==> src/rtl/cpu_pkg.sv <==
// ============================================================================
// cpu_pkg: shared datapath widths, operand types and named register indices.
// Revision: 1.0
// ============================================================================
`default_nettype none

package cpu_pkg;

    localparam int DATA_W = 8;
    localparam int ADDR_W = 3;

    typedef logic [ADDR_W-1:0] reg_idx_t;
    typedef logic [DATA_W-1:0] data_t;

    localparam int unsigned REG_ZERO = 0;

endpackage

`default_nettype wire

==> src/rtl/reg_read_port.sv <==
// ============================================================================
// reg_read_port: one registered read port with zero-register, write
// forwarding and stall hold/track of the latched address.
// Revision: 1.0
// ============================================================================
`default_nettype none

module reg_read_port #(
    parameter int DATA_W   = cpu_pkg::DATA_W,
    parameter int ADDR_W   = cpu_pkg::ADDR_W,
    parameter int ZERO_REG = 1
) (
    input  logic              clk,
    input  logic              rst_n,
    input  logic              i_stall,
    input  logic [ADDR_W-1:0] i_raddr,
    input  logic [DATA_W-1:0] i_arr_data,
    input  logic              i_wr_eff,
    input  logic [ADDR_W-1:0] i_waddr,
    input  logic [DATA_W-1:0] i_wdata,
    output logic [ADDR_W-1:0] o_addr_q,
    output logic [DATA_W-1:0] o_rdata
);

    import cpu_pkg::*;

    logic [ADDR_W-1:0] r_addr_q;
    logic [DATA_W-1:0] r_rdata;
    logic [ADDR_W-1:0] w_addr_sel;
    logic              w_is_zero;
    logic              w_fwd;
    logic [DATA_W-1:0] w_rdata_nxt;

    // While stalled the port tracks its latched register, not the live index.
    assign w_addr_sel = i_stall ? r_addr_q : i_raddr;
    assign w_is_zero  = (ZERO_REG != 0) && (w_addr_sel == ADDR_W'(REG_ZERO));
    assign w_fwd      = i_wr_eff && (i_waddr == w_addr_sel);

    always_comb begin
        w_rdata_nxt = r_rdata;
        if (!i_stall) begin
            if (w_is_zero)
                w_rdata_nxt = '0;
            else if (w_fwd)
                w_rdata_nxt = i_wdata;
            else
                w_rdata_nxt = i_arr_data;
        end else if (w_fwd) begin
            w_rdata_nxt = i_wdata;
        end
    end

    always_ff @(posedge clk or negedge rst_n) begin
        if (!rst_n) begin
            r_addr_q <= '0;
            r_rdata  <= '0;
        end else begin
            r_addr_q <= w_addr_sel;
            r_rdata  <= w_rdata_nxt;
        end
    end

    assign o_addr_q = r_addr_q;
    assign o_rdata  = r_rdata;

endmodule

`default_nettype wire

==> src/rtl/reg_file8x8.sv <==
// ============================================================================
// reg_file8x8: 8x8 register file, one write port and two registered read
// ports with same-edge forwarding and stall hold.
// Revision: 1.0
// ============================================================================
`default_nettype none

module reg_file8x8 #(
    parameter int DATA_W   = cpu_pkg::DATA_W,
    parameter int ADDR_W   = cpu_pkg::ADDR_W,
    parameter int ZERO_REG = 1
) (
    input  logic              clk,
    input  logic              rst_n,
    input  logic              we,
    input  logic [ADDR_W-1:0] waddr,
    input  logic [DATA_W-1:0] wdata,
    input  logic [ADDR_W-1:0] raddr_a,
    input  logic [ADDR_W-1:0] raddr_b,
    input  logic              stall,
    output logic [DATA_W-1:0] rdata_a,
    output logic [DATA_W-1:0] rdata_b
);

    import cpu_pkg::*;

    localparam int NREGS = 1 << ADDR_W;

    logic [DATA_W-1:0] r_regs [NREGS];
    logic              w_wr_eff;
    logic [ADDR_W-1:0] w_addr_q_a;
    logic [ADDR_W-1:0] w_addr_q_b;
    logic [DATA_W-1:0] w_arr_a;
    logic [DATA_W-1:0] w_arr_b;

    assign w_wr_eff = we && !((ZERO_REG != 0) && (waddr == ADDR_W'(REG_ZERO)));

    always_ff @(posedge clk or negedge rst_n) begin
        if (!rst_n) begin
            for (int i = 0; i < NREGS; i++)
                r_regs[i] <= '0;
        end else if (w_wr_eff) begin
            r_regs[waddr] <= wdata;
        end
    end

    // Array reads see pre-edge contents; the ports forward same-edge writes.
    assign w_arr_a = r_regs[raddr_a];
    assign w_arr_b = r_regs[raddr_b];

    reg_read_port #(
        .DATA_W   (DATA_W),
        .ADDR_W   (ADDR_W),
        .ZERO_REG (ZERO_REG)
    ) u_port_a (
        .clk        (clk),
        .rst_n      (rst_n),
        .i_stall    (stall),
        .i_raddr    (raddr_a),
        .i_arr_data (w_arr_a),
        .i_wr_eff   (w_wr_eff),
        .i_waddr    (waddr),
        .i_wdata    (wdata),
        .o_addr_q   (w_addr_q_a),
        .o_rdata    (rdata_a)
    );

    reg_read_port #(
        .DATA_W   (DATA_W),
        .ADDR_W   (ADDR_W),
        .ZERO_REG (ZERO_REG)
    ) u_port_b (
        .clk        (clk),
        .rst_n      (rst_n),
        .i_stall    (stall),
        .i_raddr    (raddr_b),
        .i_arr_data (w_arr_b),
        .i_wr_eff   (w_wr_eff),
        .i_waddr    (waddr),
        .i_wdata    (wdata),
        .o_addr_q   (w_addr_q_b),
        .o_rdata    (rdata_b)
    );

    // The latched addresses are kept inside the ports; nothing here needs them.
    logic w_unused;
    assign w_unused = ^{w_addr_q_a, w_addr_q_b};

endmodule

`default_nettype wire
==> config.mk <==
export PLATFORM = sky130hd
export DESIGN_NAME = reg_file8x8
export DESIGN_NICKNAME = d
export VERILOG_FILES = /design/src/rtl/cpu_pkg.sv /design/src/rtl/reg_read_port.sv /design/src/rtl/reg_file8x8.sv
export SDC_FILE = /design/constraint.sdc
export NUM_CORES = 1
export LEC_CHECK = 0
export BUFFER_PORTS_ARGS = -buffer_cell sky130_fd_sc_hd__buf_4
export CAP_MARGIN = 20
export CELL_PAD_IN_SITES_DETAIL_PLACEMENT = 1
export CELL_PAD_IN_SITES_GLOBAL_PLACEMENT = 2
export CORE_MARGIN = 2
export CORE_UTILIZATION = 45
export DETAILED_ROUTE_END_ITERATION = 12
export PLACE_DENSITY = 0.84
export SLEW_MARGIN = 25
export SYNTH_ARGS = -nofsm -noshare
export SYNTH_HDL_FRONTEND = slang
export SYNTH_HIERARCHICAL = 1
export SYNTH_SLANG_ARGS = --single-unit
==> constraint.sdc <==
create_clock -name clk -period 2.6 [get_ports clk]
set_input_delay 0.39 -clock clk [delete_from_list [all_inputs] [get_ports clk]]
set_output_delay 0.39 -clock clk [all_outputs]
set_load 0.02 [all_outputs]
==> impl_results.html, run 1 <==
<table>
<tr><th>Metric</th><th>Value</th></tr>
<tr><th colspan="2">Status</th></tr>
<tr><td>Result of the run</td><td>completed</td></tr>
<tr><th colspan="2">Die</th></tr>
<tr><td>Starting Density</td><td>0.461</td></tr>
<tr><td>Die ar.</td><td>11300 um2</td></tr>
<tr><td>Top-level I/O count</td><td>37</td></tr>
<tr><td>Site row count</td><td>37</td></tr>
<tr><td>Core region area</td><td>10200 um2</td></tr>
<tr><td>Die X</td><td>approximately 110 um</td></tr>
<tr><td>DIE HEIGHT</td><td>106 um</td></tr>
<tr><th colspan="2">Setup path</th></tr>
<tr><td>Critical register-to-register path startpoint</td><td>u_port_a/o_addr_q[1]</td></tr>
<tr><td>Largest incremental delay on the critical path</td><td>0.63 ns</td></tr>
<tr><td>Kind of end point of the critical path</td><td>register</td></tr>
<tr><td>Startpoint kind of the worst setup timing path</td><td>input pin</td></tr>
<tr><td>Max Fanout on Critical Path</td><td>18</td></tr>
<tr><td>Top Family by Delay on Critical Path</td><td>multiplexers</td></tr>
<tr><td>Crit path required time</td><td>2.85 ns</td></tr>
<tr><td>Kind of critical path</td><td>input pin to register</td></tr>
<tr><td>Endpoint arrival time on the critical path</td><td>2.08 ns</td></tr>
<tr><td>R2r setup slk</td><td>0.79 ns</td></tr>
<tr><td>CP Cell Sequence</td><td>buf_4, mux4_1, mux2_2, nor2b_1, a22oi_1, mux2i_1</td></tr>
<tr><td>CP max stage cell</td><td>sky130_fd_sc_hd__mux4_1</td></tr>
<tr><td>Destination of the worst register-to-register timing path</td><td>u_port_a/o_rdata[3]</td></tr>
<tr><td>Critical Path Source</td><td>raddr_b[0]</td></tr>
<tr><td>CP Buf/Inv Count</td><td>1</td></tr>
<tr><td>Number of cell instances on the worst register-to-register path</td><td>4</td></tr>
<tr><th colspan="2">Layout</th></tr>
<tr><td>Multi-input gate area</td><td>approximately 2400 um2</td></tr>
<tr><td>Antenna cells</td><td>0</td></tr>
<tr><td>Most common cell after layout, fill and taps aside</td><td>sky130_fd_sc_hd__dfrtp_1</td></tr>
<tr><td>Number of inserted filler cells in the final layout</td><td>1007</td></tr>
<tr><td>Proportion of layout cells with a drive suffix above 1</td><td>0.419</td></tr>
<tr><td>Register Area</td><td>roughly 2200 um2</td></tr>
<tr><td>Most used cells in the layout excluding fill and tap cells</td><td>86 x sky130_fd_sc_hd__dfrtp_1, 72 x sky130_fd_sc_hd__mux2_2, 44 x sky130_fd_sc_hd__buf_4, 29 x sky130_fd_sc_hd__mux4_1</td></tr>
<tr><td>Final layout net count</td><td>between 300 and 400</td></tr>
<tr><td>Non-Filler Cell Area, Final</td><td>between 5000 and 6000 um2</td></tr>
<tr><td>Count of non-filler cells in the finished layout</td><td>477</td></tr>
<tr><td>Layout Area Growth over Synthesis</td><td>11.0%</td></tr>
<tr><th colspan="2">Detailed routing</th></tr>
<tr><td>Remaining routing DRC violations</td><td>0</td></tr>
<tr><td>Number of nets with antenna violations after detailed routing</td><td>0</td></tr>
<tr><td>WL/cell</td><td>24.6 um</td></tr>
<tr><td>DRC marker count from the first detailed-route iteration</td><td>116</td></tr>
<tr><td>Ratio of routed vias to standard cells</td><td>6.02</td></tr>
<tr><td>Number of optimization iterations in the first detailed-route pass</td><td>4</td></tr>
<tr><td>Vias after detailed routing</td><td>2873</td></tr>
<tr><td>Total wire length after detailed routing</td><td>11.7 mm</td></tr>
<tr><th colspan="2">Global route</th></tr>
<tr><td>Wire length of the first global-routing pass</td><td>18.5 mm</td></tr>
<tr><td>Number of global-route vias before repair</td><td>3094</td></tr>
<tr><td>Number of antenna violations at the first check in global routing</td><td>0</td></tr>
<tr><td>Overall global routing resource usage</td><td>0.223</td></tr>
<tr><td>Sum of overflow across all layers after global routing</td><td>0</td></tr>
<tr><td>Largest net degree at the start of global routing</td><td>47</td></tr>
<tr><th colspan="2">STA</th></tr>
<tr><td>Max Slew Vio Count</td><td>0</td></tr>
<tr><td>Top achievable clock speed</td><td>0.549 GHz</td></tr>
<tr><td>Measured slew at the worst slew-check pin</td><td>0.749 ns</td></tr>
<tr><td>Clock Skews</td><td>0.00909 ns</td></tr>
<tr><td>Period utilization</td><td>0.701</td></tr>
<tr><td>Worst Hold Margin</td><td>around 0.034 ns</td></tr>
<tr><td>Minimum clock period</td><td>1.82 ns</td></tr>
<tr><td>Final setup violation count</td><td>0</td></tr>
<tr><td>Setup TNS</td><td>0 ns</td></tr>
<tr><td>Slew HR</td><td>0.498</td></tr>
<tr><td>Number of failing hold endpoints at the final stage</td><td>0</td></tr>
<tr><td>Unrepaired setup endpoints after global routing</td><td>no</td></tr>
<tr><th colspan="2">Logic synthesis</th></tr>
<tr><td>Cell count after synthesis</td><td>315</td></tr>
<tr><td>Part of the Yosys area used for sequential elements</td><td>0.456</td></tr>
<tr><td>Number of distinct standard cells referenced by the synthesized netlist</td><td>24</td></tr>
<tr><td>Nets in the synthesized netlist</td><td>336</td></tr>
<tr><td>Cell Area, Synth</td><td>4720 um2</td></tr>
<tr><td>Total number of yosys warnings</td><td>6</td></tr>
<tr><td>Post-synthesis average cell area</td><td>approximately 15 um2</td></tr>
<tr><td>Number of flip-flops and latches in the synthesized netlist</td><td>86</td></tr>
<tr><th colspan="2">Clock network</th></tr>
<tr><td>Root buffer selected by CTS</td><td>sky130_fd_sc_hd__clkbuf_8</td></tr>
<tr><td>Maximum clock insertion buffer count</td><td>2</td></tr>
<tr><td>Clock latency on the worst-skew pair</td><td>between 0.3 and 0.4 ns</td></tr>
<tr><td>TritonCTS clock tree</td><td>built</td></tr>
<tr><td>Inserted Clock Buffers</td><td>9</td></tr>
<tr><td>H-tree Lvls</td><td>3</td></tr>
<tr><td>Buffers inserted during post-CTS setup optimization</td><td>0</td></tr>
<tr><td>Sink Count</td><td>86</td></tr>
<tr><td>Number of hold buffers added after cts</td><td>0</td></tr>
<tr><td>Number of gates resized after CTS</td><td>0</td></tr>
<tr><td>Clock-pin slew on the worst setup and hold paths</td><td>about 0.09 ns</td></tr>
<tr><th colspan="2">Power and ir drop</th></tr>
<tr><td>Sum of internal, switching and leakage power</td><td>3.71 mW</td></tr>
<tr><td>Total power density per cell area</td><td>709 nW/um2</td></tr>
<tr><td>Leak</td><td>2.34 nW</td></tr>
<tr><td>Worst vdd rail ir drop</td><td>~0.00026 V</td></tr>
<tr><th colspan="2">Worst hold path</th></tr>
<tr><td>Hold Crit Class</td><td>input pin to asynchronous set/reset pin</td></tr>
<tr><th colspan="2">Place</th></tr>
<tr><td>Number of placed cells counting well taps</td><td>around 460</td></tr>
<tr><td>Routability congestion estimate from global placement</td><td>0.753</td></tr>
<tr><td>Placement Cell Area</td><td>5040 um2</td></tr>
<tr><td>Hpwl dp</td><td>approximately 7.7 mm</td></tr>
<tr><td>Number of buffer cells added on primary ports</td><td>36</td></tr>
<tr><th colspan="2">Run</th></tr>
<tr><td>Max-cap viol count</td><td>0</td></tr>
</table>
[worst register-to-register path: cells and delay by family (launching register included)]
family	cells	cell delay (ns)
and+or+nand+nor	1	0.62
muxes	2	0.59
DFF	1	0.37
xor gates and xnor gates	1	0.15
[metal layers]
layer / up-vias / wire [um] / GRT usage
met2: 60 / 5610 / 0.355
met1: 1552 / 5480 / 0.304
met3: 18 / 323 / 0.0331
li1: 1243 / - / -
met5: - / 0 / 0
met4: 0 / 300 / 0.102
[synthesized netlist by cell type]
cell	number	area (um2)
sky130_fd_sc_hd__mux2i_1	16	160
sky130_fd_sc_hd__and2b_1	12	90.1
sky130_fd_sc_hd__or3_1	2	12.5
sky130_fd_sc_hd__a22oi_1	16	120
sky130_fd_sc_hd__nor2b_1	4	25.0
sky130_fd_sc_hd__and4_1	2	17.5
sky130_fd_sc_hd__mux2_2	72	811
sky130_fd_sc_hd__or2_1	2	12.5
sky130_fd_sc_hd__mux2_4	4	60.1
sky130_fd_sc_hd__nor4bb_1	3	30.0
sky130_fd_sc_hd__mux2_1	2	22.5
sky130_fd_sc_hd__nand2_1	16	60.1
sky130_fd_sc_hd__dfrtp_1	86	2150
sky130_fd_sc_hd__nand4_1	1	6.26
sky130_fd_sc_hd__buf_12	2	40.0
sky130_fd_sc_hd__xnor2_1	6	52.6
sky130_fd_sc_hd__buf_2	9	45.0
sky130_fd_sc_hd__mux4_2	3	67.6
sky130_fd_sc_hd__nand4b_1	3	26.3
sky130_fd_sc_hd__mux4_1	29	762
sky130_fd_sc_hd__o31a_1	1	8.76
sky130_fd_sc_hd__buf_1	4	15.0
sky130_fd_sc_hd__buf_6	6	67.6
sky130_fd_sc_hd__clkbuf_1	14	52.6
[how the worst max path moves through the flow]
stage	endpoint	slack [ns]	depth (start not counted)
floorplan	u_port_b/o_rdata[0]	0.70	7
global placement	u_port_a/o_rdata[0]	0.46	6
detailed placement	u_port_b/o_rdata[5]	0.41	6
CTS	u_port_a/o_rdata[3]	0.79	4
global route	u_port_b/o_rdata[5]	0.72	6
finish	u_port_b/o_rdata[5]	0.78	6
[power by group]
part | switching (mW) | internal (mW)
logic | 0.398 | 0.559
registers | 0.196 | 1.60
clock network | 0.489 | 0.466
[cell type report]
type / count / area share
multi-input combinational: 194 / 0.451
clock buffer: 10 / 0.0263
tap: 136 / 0.0325
clock inverter: 6 / 0.0117
sequential: 86 / 0.411
timing repair buffer: 45 / 0.0669
[through the flow]
stage / worst slack, ns / utilization
after global routing: 0.725 / 0.512
after global placement: 0.460 / 0.492
final: 0.777 / 0.512
after detailed placement: 0.411 / 0.492
after CTS: 0.792 / 0.512
after floorplan: 0.696 / -
[state kept, by name, indices dropped and copies added (netlist names)]
register and count:
u_port_b/o_addr_q 3, u_port_a/o_addr_q 3, r_regs 64, u_port_b/o_rdata 8, u_port_a/o_rdata 8
[cells by family (layout without fill, tap and decap cells)]
kind of cell	Yosys count	after routing	synth area share
AOI/OAI and AO/OA	17	17	0.0273
xor gates and xnor gates	6	6	0.0111
buffers and inverters	35	61	0.0467
and+or+nand+nor	45	45	0.0594
muxes	126	126	0.399
DFF	86	86	0.456
Power figures use the tool's default switching activity.
==> run 2, diff against run 1 <==
--- a/config.mk
+++ b/config.mk
@@ -10,9 +10,9 @@
 export CELL_PAD_IN_SITES_DETAIL_PLACEMENT = 1
 export CELL_PAD_IN_SITES_GLOBAL_PLACEMENT = 2
 export CORE_MARGIN = 2
-export CORE_UTILIZATION = 45
+export CORE_UTILIZATION = 44
 export DETAILED_ROUTE_END_ITERATION = 12
-export PLACE_DENSITY = 0.84
+export PLACE_DENSITY = 0.82
 export SLEW_MARGIN = 25
 export SYNTH_ARGS = -nofsm -noshare
 export SYNTH_HDL_FRONTEND = slang
==> constraint.sdc (replaced) <==
create_clock -name clk -period 1.7 [get_ports clk]
set_input_delay 0.255 -clock clk [delete_from_list [all_inputs] [get_ports clk]]
set_output_delay 0.255 -clock clk [all_outputs]
set_load 0.02 [all_outputs]
==> impl_results.html, run 2 (synthesis gave the netlist of run 1 again) <==
<table>
<tr><th>Metric</th><th>Value</th></tr>
<tr><th colspan="2">Status</th></tr>
<tr><td>Result of the run</td><td>completed</td></tr>
<tr><th colspan="2">Layout</th></tr>
<tr><td>Register name with the most flops</td><td>r_regs</td></tr>
<tr><td>Proportion of layout cells with a drive suffix above 1</td><td>0.535</td></tr>
<tr><td>Most common cell after layout, fill and taps aside</td><td>sky130_fd_sc_hd__dfrtp_1</td></tr>
<tr><td>Most used cells in the layout excluding fill and tap cells</td><td>86 x sky130_fd_sc_hd__dfrtp_1, 66 x sky130_fd_sc_hd__mux2_2, 53 x sky130_fd_sc_hd__buf_4, 31 x sky130_fd_sc_hd__mux4_2</td></tr>
<tr><td>Layout Area Growth over Synthesis</td><td>12.0%</td></tr>
<tr><td>Final layout net count</td><td>between 300 and 400</td></tr>
<tr><td>Antenna cells</td><td>0</td></tr>
<tr><td>Number of flip-flops in the largest register</td><td>64</td></tr>
<tr><td>Number of inserted filler cells in the final layout</td><td>1055</td></tr>
<tr><th colspan="2">Power and ir drop</th></tr>
<tr><td>Total power density per cell area</td><td>1060 nW/um2</td></tr>
<tr><td>Worst vdd rail ir drop</td><td>around 0.00039 V</td></tr>
<tr><td>Leak</td><td>2.28 nW</td></tr>
<tr><th colspan="2">Place</th></tr>
<tr><td>Routability congestion estimate from global placement</td><td>around 0.75</td></tr>
<tr><td>Pre-CTS worst setup slack</td><td>-0.312 ns</td></tr>
<tr><td>Hpwl dp</td><td>a little over 7 mm</td></tr>
<tr><td>Number of buffer cells added on primary ports</td><td>36</td></tr>
<tr><th colspan="2">Global route</th></tr>
<tr><td>Met2 usage in global routing</td><td>0.331</td></tr>
<tr><td>Layer with the highest usage after global routing</td><td>met2</td></tr>
<tr><td>Number of global-route vias before repair</td><td>2961</td></tr>
<tr><td>Number of antenna violations at the first check in global routing</td><td>0</td></tr>
<tr><td>Sum of overflow across all layers after global routing</td><td>0</td></tr>
<tr><td>Wire length of the first global-routing pass</td><td>17.5 mm</td></tr>
<tr><td>Largest net degree at the start of global routing</td><td>70</td></tr>
<tr><td>Overall global routing resource usage</td><td>0.209</td></tr>
<tr><td>Fraction of met1 tracks used by global routing</td><td>0.287</td></tr>
<tr><td>Global routing usage on met3</td><td>0.0496</td></tr>
<tr><th colspan="2">Die</th></tr>
<tr><td>Site row count</td><td>37</td></tr>
<tr><td>Core region area</td><td>10400 um2</td></tr>
<tr><td>Starting Density</td><td>0.455</td></tr>
<tr><td>Top-level I/O count</td><td>37</td></tr>
<tr><td>DIE HEIGHT</td><td>108 um</td></tr>
<tr><td>Die X</td><td>108 um</td></tr>
<tr><td>Die ar.</td><td>approximately 12000 um2</td></tr>
<tr><th colspan="2">STA</th></tr>
<tr><td>Worst Hold Margin</td><td>0.168 ns</td></tr>
<tr><td>Clock Skews</td><td>0.0127 ns</td></tr>
<tr><td>Minimum clock period</td><td>1.69 ns</td></tr>
<tr><td>Top achievable clock speed</td><td>between 0.5 and 0.6 GHz</td></tr>
<tr><td>Measured slew at the worst slew-check pin</td><td>0.423 ns</td></tr>
<tr><td>Unrepaired setup endpoints after global routing</td><td>yes</td></tr>
<tr><td>Final setup violation count</td><td>0</td></tr>
<tr><td>Max Slew Vio Count</td><td>0</td></tr>
<tr><td>Period utilization</td><td>0.993</td></tr>
<tr><td>Number of failing hold endpoints at the final stage</td><td>0</td></tr>
<tr><td>Worst-case setup margin in the final layout</td><td>0.0118 ns</td></tr>
<tr><td>Slew HR</td><td>0.718</td></tr>
<tr><th colspan="2">Clock network</th></tr>
<tr><td>Inserted Clock Buffers</td><td>9</td></tr>
<tr><td>H-tree Lvls</td><td>3</td></tr>
<tr><td>Clock latency on the worst-skew pair</td><td>approximately 0.37 ns</td></tr>
<tr><td>Sink Count</td><td>86</td></tr>
<tr><td>Root buffer selected by CTS</td><td>sky130_fd_sc_hd__clkbuf_8</td></tr>
<tr><td>TritonCTS clock tree</td><td>built</td></tr>
<tr><td>Clock-pin slew on the worst setup and hold paths</td><td>0.09 ns</td></tr>
<tr><td>Maximum clock insertion buffer count</td><td>2</td></tr>
<tr><th colspan="2">Detailed routing</th></tr>
<tr><td>Total wire length after detailed routing</td><td>about 11 mm</td></tr>
<tr><td>Remaining routing DRC violations</td><td>0</td></tr>
<tr><td>Number of optimization iterations in the first detailed-route pass</td><td>4</td></tr>
<tr><td>Number of nets with antenna violations after detailed routing</td><td>0</td></tr>
<tr><td>Ratio of routed vias to standard cells</td><td>approximately 5.8</td></tr>
<tr><td>Vias after detailed routing</td><td>2817</td></tr>
<tr><td>DRC marker count from the first detailed-route iteration</td><td>127</td></tr>
<tr><td>WL/cell</td><td>around 23 um</td></tr>
<tr><th colspan="2">Setup path</th></tr>
<tr><td>Top Family by Delay on Critical Path</td><td>multiplexers</td></tr>
<tr><td>Largest incremental delay on the critical path</td><td>0.46 ns</td></tr>
<tr><td>Startpoint kind of the worst setup timing path</td><td>register</td></tr>
<tr><td>Max Fanout on Critical Path</td><td>3</td></tr>
<tr><td>CP Buf/Inv Count</td><td>0</td></tr>
<tr><td>Kind of critical path</td><td>register to register</td></tr>
<tr><td>CP max stage cell</td><td>sky130_fd_sc_hd__mux4_2</td></tr>
<tr><td>CP Cell Sequence</td><td>mux4_2, mux2_4, and2b_1, a22oi_1, mux2i_1</td></tr>
<tr><td>Crit path required time</td><td>1.96 ns</td></tr>
<tr><td>Kind of end point of the critical path</td><td>register</td></tr>
<tr><td>Endpoint arrival time on the critical path</td><td>1.94 ns</td></tr>
<tr><th colspan="2">Worst hold path</th></tr>
<tr><td>Hold Crit Class</td><td>input pin to register</td></tr>
<tr><th colspan="2">Run</th></tr>
<tr><td>Max-cap viol count</td><td>0</td></tr>
</table>
## run 2: cell types whose count changed in the layout (fill, tap and decap cells not counted), moves of 3 or more
cell / delta
sky130_fd_sc_hd__a22oi_1: -8
sky130_fd_sc_hd__a22oi_2: +8
sky130_fd_sc_hd__buf_4: +9
sky130_fd_sc_hd__clkbuf_1: +3
sky130_fd_sc_hd__mux2_2: -6
sky130_fd_sc_hd__mux2_4: +6
sky130_fd_sc_hd__mux4_1: -28
sky130_fd_sc_hd__mux4_2: +28
## run 2: layout make-up
| cell class | count | area (um2) | share of cell area |
|---|---|---|---|
| clock buffer | 12 | 135 | 0.0256 |
| clock inverter | 4 | 23.8 | 0.00450 |
| multi-input combinational | 194 | 2340 | 0.442 |
| sequential | 86 | 2150 | 0.407 |
| tap | 136 | 170 | 0.0322 |
| timing repair buffer | 57 | 468 | 0.0885 |
## run 2: worst paths after layout
path | to | cells after the start | from | slack [ns]
worst min register to register | r_regs[62] | 0 | r_regs[62] | 0.41
worst max-delay path | u_port_b/o_rdata[1] | 5 | r_regs[25] | 0.01
max in group asynchronous | r_regs[15] | 3 | rst_n | 0.75
min in group asynchronous | r_regs[6] | 2 | rst_n | 0.30
worst min-delay path | u_port_b/o_addr_q[1] | 2 | raddr_b[1] | 0.17
worst max register to register | u_port_b/o_rdata[1] | 5 | r_regs[25] | 0.01
## run 2: metal layers
layer	up-vias	wire length, um
li1	1244	-
met4	0	140
met2	43	5750
met5	-	0
met1	1518	5190
met3	12	301
## run 2: metrics by stage
step / cell area, um2 / utilization / TNS [ns] / instances / power, mW
2_1_floorplan: 4680 / - / 0 / 315 / 3.73
3_3_place_gp: 5060 / 0.488 / -3.46 / 469 / 4.18
3_5_place_dp: 5060 / 0.488 / -4.02 / 469 / 4.25
4_1_cts: 5240 / 0.505 / 0 / 486 / 5.53
5_1_grt: 5290 / 0.510 / -0.0463 / 489 / 5.88
6_report: 5290 / 0.510 / 0 / 489 / 5.59
## run 2: where the power goes
part | internal [mW] | switching [mW]
clock | 0.528 | 0.740
sequential | 2.45 | 0.306
combinational | 0.951 | 0.615
## run 2: worst register-to-register path: stages (launching register included)
cell	delay [ns]
sky130_fd_sc_hd__dfrtp_1	0.42
sky130_fd_sc_hd__mux4_2	0.46
sky130_fd_sc_hd__mux2_4	0.28
sky130_fd_sc_hd__and2b_1	0.16
sky130_fd_sc_hd__a22oi_1	0.15
sky130_fd_sc_hd__mux2i_1	0.10
## run 2: what timing repair did
| action | in CTS | in global routing |
|---|---|---|
| gates resized for setup | 2 | 26 |
| hold buffers | 1 | 0 |
| pin swaps | 0 | 5 |
| buffers inserted | 0 | 3 |
| endpoints found under the hold margin | 17 | 0 |
| setup endpoints to repair | 2 | 15 |
==> run 3, diff against run 2 <==
--- a/config.mk
+++ b/config.mk
@@ -9,6 +9,7 @@
 export CAP_MARGIN = 20
 export CELL_PAD_IN_SITES_DETAIL_PLACEMENT = 1
 export CELL_PAD_IN_SITES_GLOBAL_PLACEMENT = 2
+export CORE_ASPECT_RATIO = 0.9
 export CORE_MARGIN = 2
 export CORE_UTILIZATION = 44
 export DETAILED_ROUTE_END_ITERATION = 12
==> impl_results.html, run 3 (synthesis gave the netlist of run 1 again) <==
<table>
<tr><th>Metric</th><th>Value</th></tr>
<tr><th colspan="2">Status</th></tr>
<tr><td>Failing checks</td><td>design-rule violations</td></tr>
<tr><td>Result of the run</td><td>finished, violations left</td></tr>
<tr><th colspan="2">Clock network</th></tr>
<tr><td>Clock-pin slew on the worst setup and hold paths</td><td>around 0.060 ns</td></tr>
<tr><td>Clock latency on the worst-skew pair</td><td>0.34 ns</td></tr>
<tr><td>Maximum clock insertion buffer count</td><td>2</td></tr>
<tr><td>Inserted Clock Buffers</td><td>9</td></tr>
<tr><td>H-tree Lvls</td><td>3</td></tr>
<tr><td>TritonCTS clock tree</td><td>built</td></tr>
<tr><td>Root buffer selected by CTS</td><td>sky130_fd_sc_hd__clkbuf_16</td></tr>
<tr><td>Sink Count</td><td>86</td></tr>
<tr><th colspan="2">Global route</th></tr>
<tr><td>Wire length of the first global-routing pass</td><td>18.3 mm</td></tr>
<tr><td>Number of global-route vias before repair</td><td>3103</td></tr>
<tr><td>Largest net degree at the start of global routing</td><td>47</td></tr>
<tr><td>Overall global routing resource usage</td><td>0.221</td></tr>
<tr><td>Number of antenna violations at the first check in global routing</td><td>0</td></tr>
<tr><td>Sum of overflow across all layers after global routing</td><td>0</td></tr>
<tr><th colspan="2">Die</th></tr>
<tr><td>DIE HEIGHT</td><td>102 um</td></tr>
<tr><td>Site row count</td><td>35</td></tr>
<tr><td>Die ar.</td><td>11600 um2</td></tr>
<tr><td>Starting Density</td><td>0.456</td></tr>
<tr><td>Die X</td><td>113 um</td></tr>
<tr><td>Top-level I/O count</td><td>37</td></tr>
<tr><td>Core region area</td><td>10300 um2</td></tr>
<tr><th colspan="2">Setup path</th></tr>
<tr><td>Critical register-to-register path startpoint</td><td>r_regs[55]</td></tr>
<tr><td>CP Buf/Inv Count</td><td>0</td></tr>
<tr><td>Top Family by Delay on Critical Path</td><td>multiplexers</td></tr>
<tr><td>Crit path required time</td><td>1.93 ns</td></tr>
<tr><td>R2r setup slk</td><td>roughly 0.026 ns</td></tr>
<tr><td>Destination of the worst register-to-register timing path</td><td>u_port_a/o_rdata[7]</td></tr>
<tr><td>Number of cell instances on the worst register-to-register path</td><td>5</td></tr>
<tr><td>Max Fanout on Critical Path</td><td>3</td></tr>
<tr><td>Critical Path Source</td><td>r_regs[55]</td></tr>
<tr><td>Kind of end point of the critical path</td><td>register</td></tr>
<tr><td>Critical path depth in cells</td><td>5</td></tr>
<tr><td>Critical Path End</td><td>u_port_a/o_rdata[7]</td></tr>
<tr><td>Endpoint arrival time on the critical path</td><td>1.90 ns</td></tr>
<tr><td>Largest incremental delay on the critical path</td><td>~0.52 ns</td></tr>
<tr><td>CP max stage cell</td><td>sky130_fd_sc_hd__mux4_1</td></tr>
<tr><td>Startpoint kind of the worst setup timing path</td><td>register</td></tr>
<tr><td>Kind of critical path</td><td>register to register</td></tr>
<tr><td>CP Cell Sequence</td><td>mux4_1, mux2_4, and2b_1, a22oi_1, mux2i_1</td></tr>
<tr><th colspan="2">Layout</th></tr>
<tr><td>Count of non-filler cells in the finished layout</td><td>484</td></tr>
<tr><td>Most used cells in the layout excluding fill and tap cells</td><td>86 x sky130_fd_sc_hd__dfrtp_1, 66 x sky130_fd_sc_hd__mux2_2, 55 x sky130_fd_sc_hd__buf_4, 28 x sky130_fd_sc_hd__mux4_2</td></tr>
<tr><td>Final layout net count</td><td>about 370</td></tr>
<tr><td>Number of flip-flops in the largest register</td><td>64</td></tr>
<tr><td>Antenna cells</td><td>0</td></tr>
<tr><td>Most common cell after layout, fill and taps aside</td><td>sky130_fd_sc_hd__dfrtp_1</td></tr>
<tr><td>Layout Area Growth over Synthesis</td><td>14.6%</td></tr>
<tr><td>Proportion of layout cells with a drive suffix above 1</td><td>0.535</td></tr>
<tr><td>Register name with the most flops</td><td>r_regs</td></tr>
<tr><th colspan="2">Power and ir drop</th></tr>
<tr><td>Worst vdd rail ir drop</td><td>0.000786 V</td></tr>
<tr><td>Leak</td><td>2.34 nW</td></tr>
<tr><td>Total power density per cell area</td><td>1140 nW/um2</td></tr>
<tr><td>Sum of internal, switching and leakage power</td><td>between 6 and 7 mW</td></tr>
<tr><th colspan="2">Detailed routing</th></tr>
<tr><td>WL/cell</td><td>24.9 um</td></tr>
<tr><td>DRC marker count from the first detailed-route iteration</td><td>roughly 160</td></tr>
<tr><td>Vias after detailed routing</td><td>between 2k and 3k</td></tr>
<tr><td>Ratio of routed vias to standard cells</td><td>between 5 and 6</td></tr>
<tr><td>Number of optimization iterations in the first detailed-route pass</td><td>10</td></tr>
<tr><td>Number of nets with antenna violations after detailed routing</td><td>0</td></tr>
<tr><td>Remaining routing DRC violations</td><td>7</td></tr>
<tr><td>Total wire length after detailed routing</td><td>12.1 mm</td></tr>
<tr><th colspan="2">STA</th></tr>
<tr><td>Number of failing hold endpoints at the final stage</td><td>0</td></tr>
<tr><td>Final setup violation count</td><td>0</td></tr>
<tr><td>Unrepaired setup endpoints after global routing</td><td>yes</td></tr>
<tr><td>Slew HR</td><td>0.727</td></tr>
<tr><td>Top achievable clock speed</td><td>approximately 0.6 GHz</td></tr>
<tr><td>Clock Skews</td><td>0.00741 ns</td></tr>
<tr><td>Minimum clock period</td><td>1.67 ns</td></tr>
<tr><td>Worst Hold Margin</td><td>between 0.2 and 0.25 ns</td></tr>
<tr><td>Max Slew Vio Count</td><td>0</td></tr>
<tr><td>Period utilization</td><td>0.985</td></tr>
<tr><td>Measured slew at the worst slew-check pin</td><td>0.410 ns</td></tr>
<tr><td>Setup TNS</td><td>0 ns</td></tr>
<tr><th colspan="2">Place</th></tr>
<tr><td>Hpwl dp</td><td>between 7 and 8 mm</td></tr>
<tr><td>Number of buffer cells added on primary ports</td><td>36</td></tr>
<tr><td>Number of placed cells counting well taps</td><td>463</td></tr>
<tr><td>Routability congestion estimate from global placement</td><td>0.777</td></tr>
<tr><th colspan="2">Run</th></tr>
<tr><td>Max-cap viol count</td><td>0</td></tr>
<tr><th colspan="2">Worst hold path</th></tr>
<tr><td>Hold_sp</td><td>raddr_a[1]</td></tr>
<tr><td>Hold Crit Class</td><td>input pin to register</td></tr>
</table>
run 3: power by group:
group | switching (mW) | internal [mW]
Sequential | 0.311 | 2.45
Combinational | 0.648 | 0.953
Clock | 0.791 | 1.02
run 3: routing by layer:
layer  global-route usage  part of all wire  vias to the layer above
li1                     -                 -                     1246
met1                0.291              0.41                     1537
met5                    0                 0                        -
met4               0.0619            0.0094                        0
met2                0.374              0.50                       85
met3               0.0492             0.074                        8
run 3: cell type report:
| type | count | area [um2] |
|---|---|---|
| well taps | 129 | 161 |
| repair buffers | 59 | 483 |
| clock inverters | 4 | 22.5 |
| multi-input cells | 194 | 2340 |
| clock buffers | 12 | 246 |
| fillers | 987 | 4930 |
| flip-flops and latches | 86 | 2150 |
run 3: worst min-delay path by stage:
stage,slack (ns),depth (start not counted),to
after floorplan,-0.04,0,r_regs[0]
after CTS,0.19,2,u_port_a/o_addr_q[1]
after global routing,0.20,2,u_port_a/o_addr_q[1]
final,0.21,2,u_port_a/o_addr_q[1]
after global placement,0.1,1,r_regs[24]
after detailed placement,0.1,1,r_regs[24]
run 3: repair_timing:
| item | CTS | global route |
|---|---|---|
| gates resized for setup | 1 | 24 |
| pin swaps | 0 | 4 |
| endpoints found under the hold margin | 8 | 0 |
| hold buffers | 1 | 0 |
| setup buffers | 0 | 4 |
| setup endpoints to repair | 1 | 16 |
run 3: metrics by stage:
stage	util	cell area, um2	setup slack [ns]
3_3_place_gp	0.489	5060	-0.262
2_1_floorplan	-	4680	0.00573
5_1_grt	0.523	5410	-0.0304
6_report	0.523	5410	0.0263
4_1_cts	0.516	5330	0.000754
3_5_place_dp	0.489	5060	-0.342
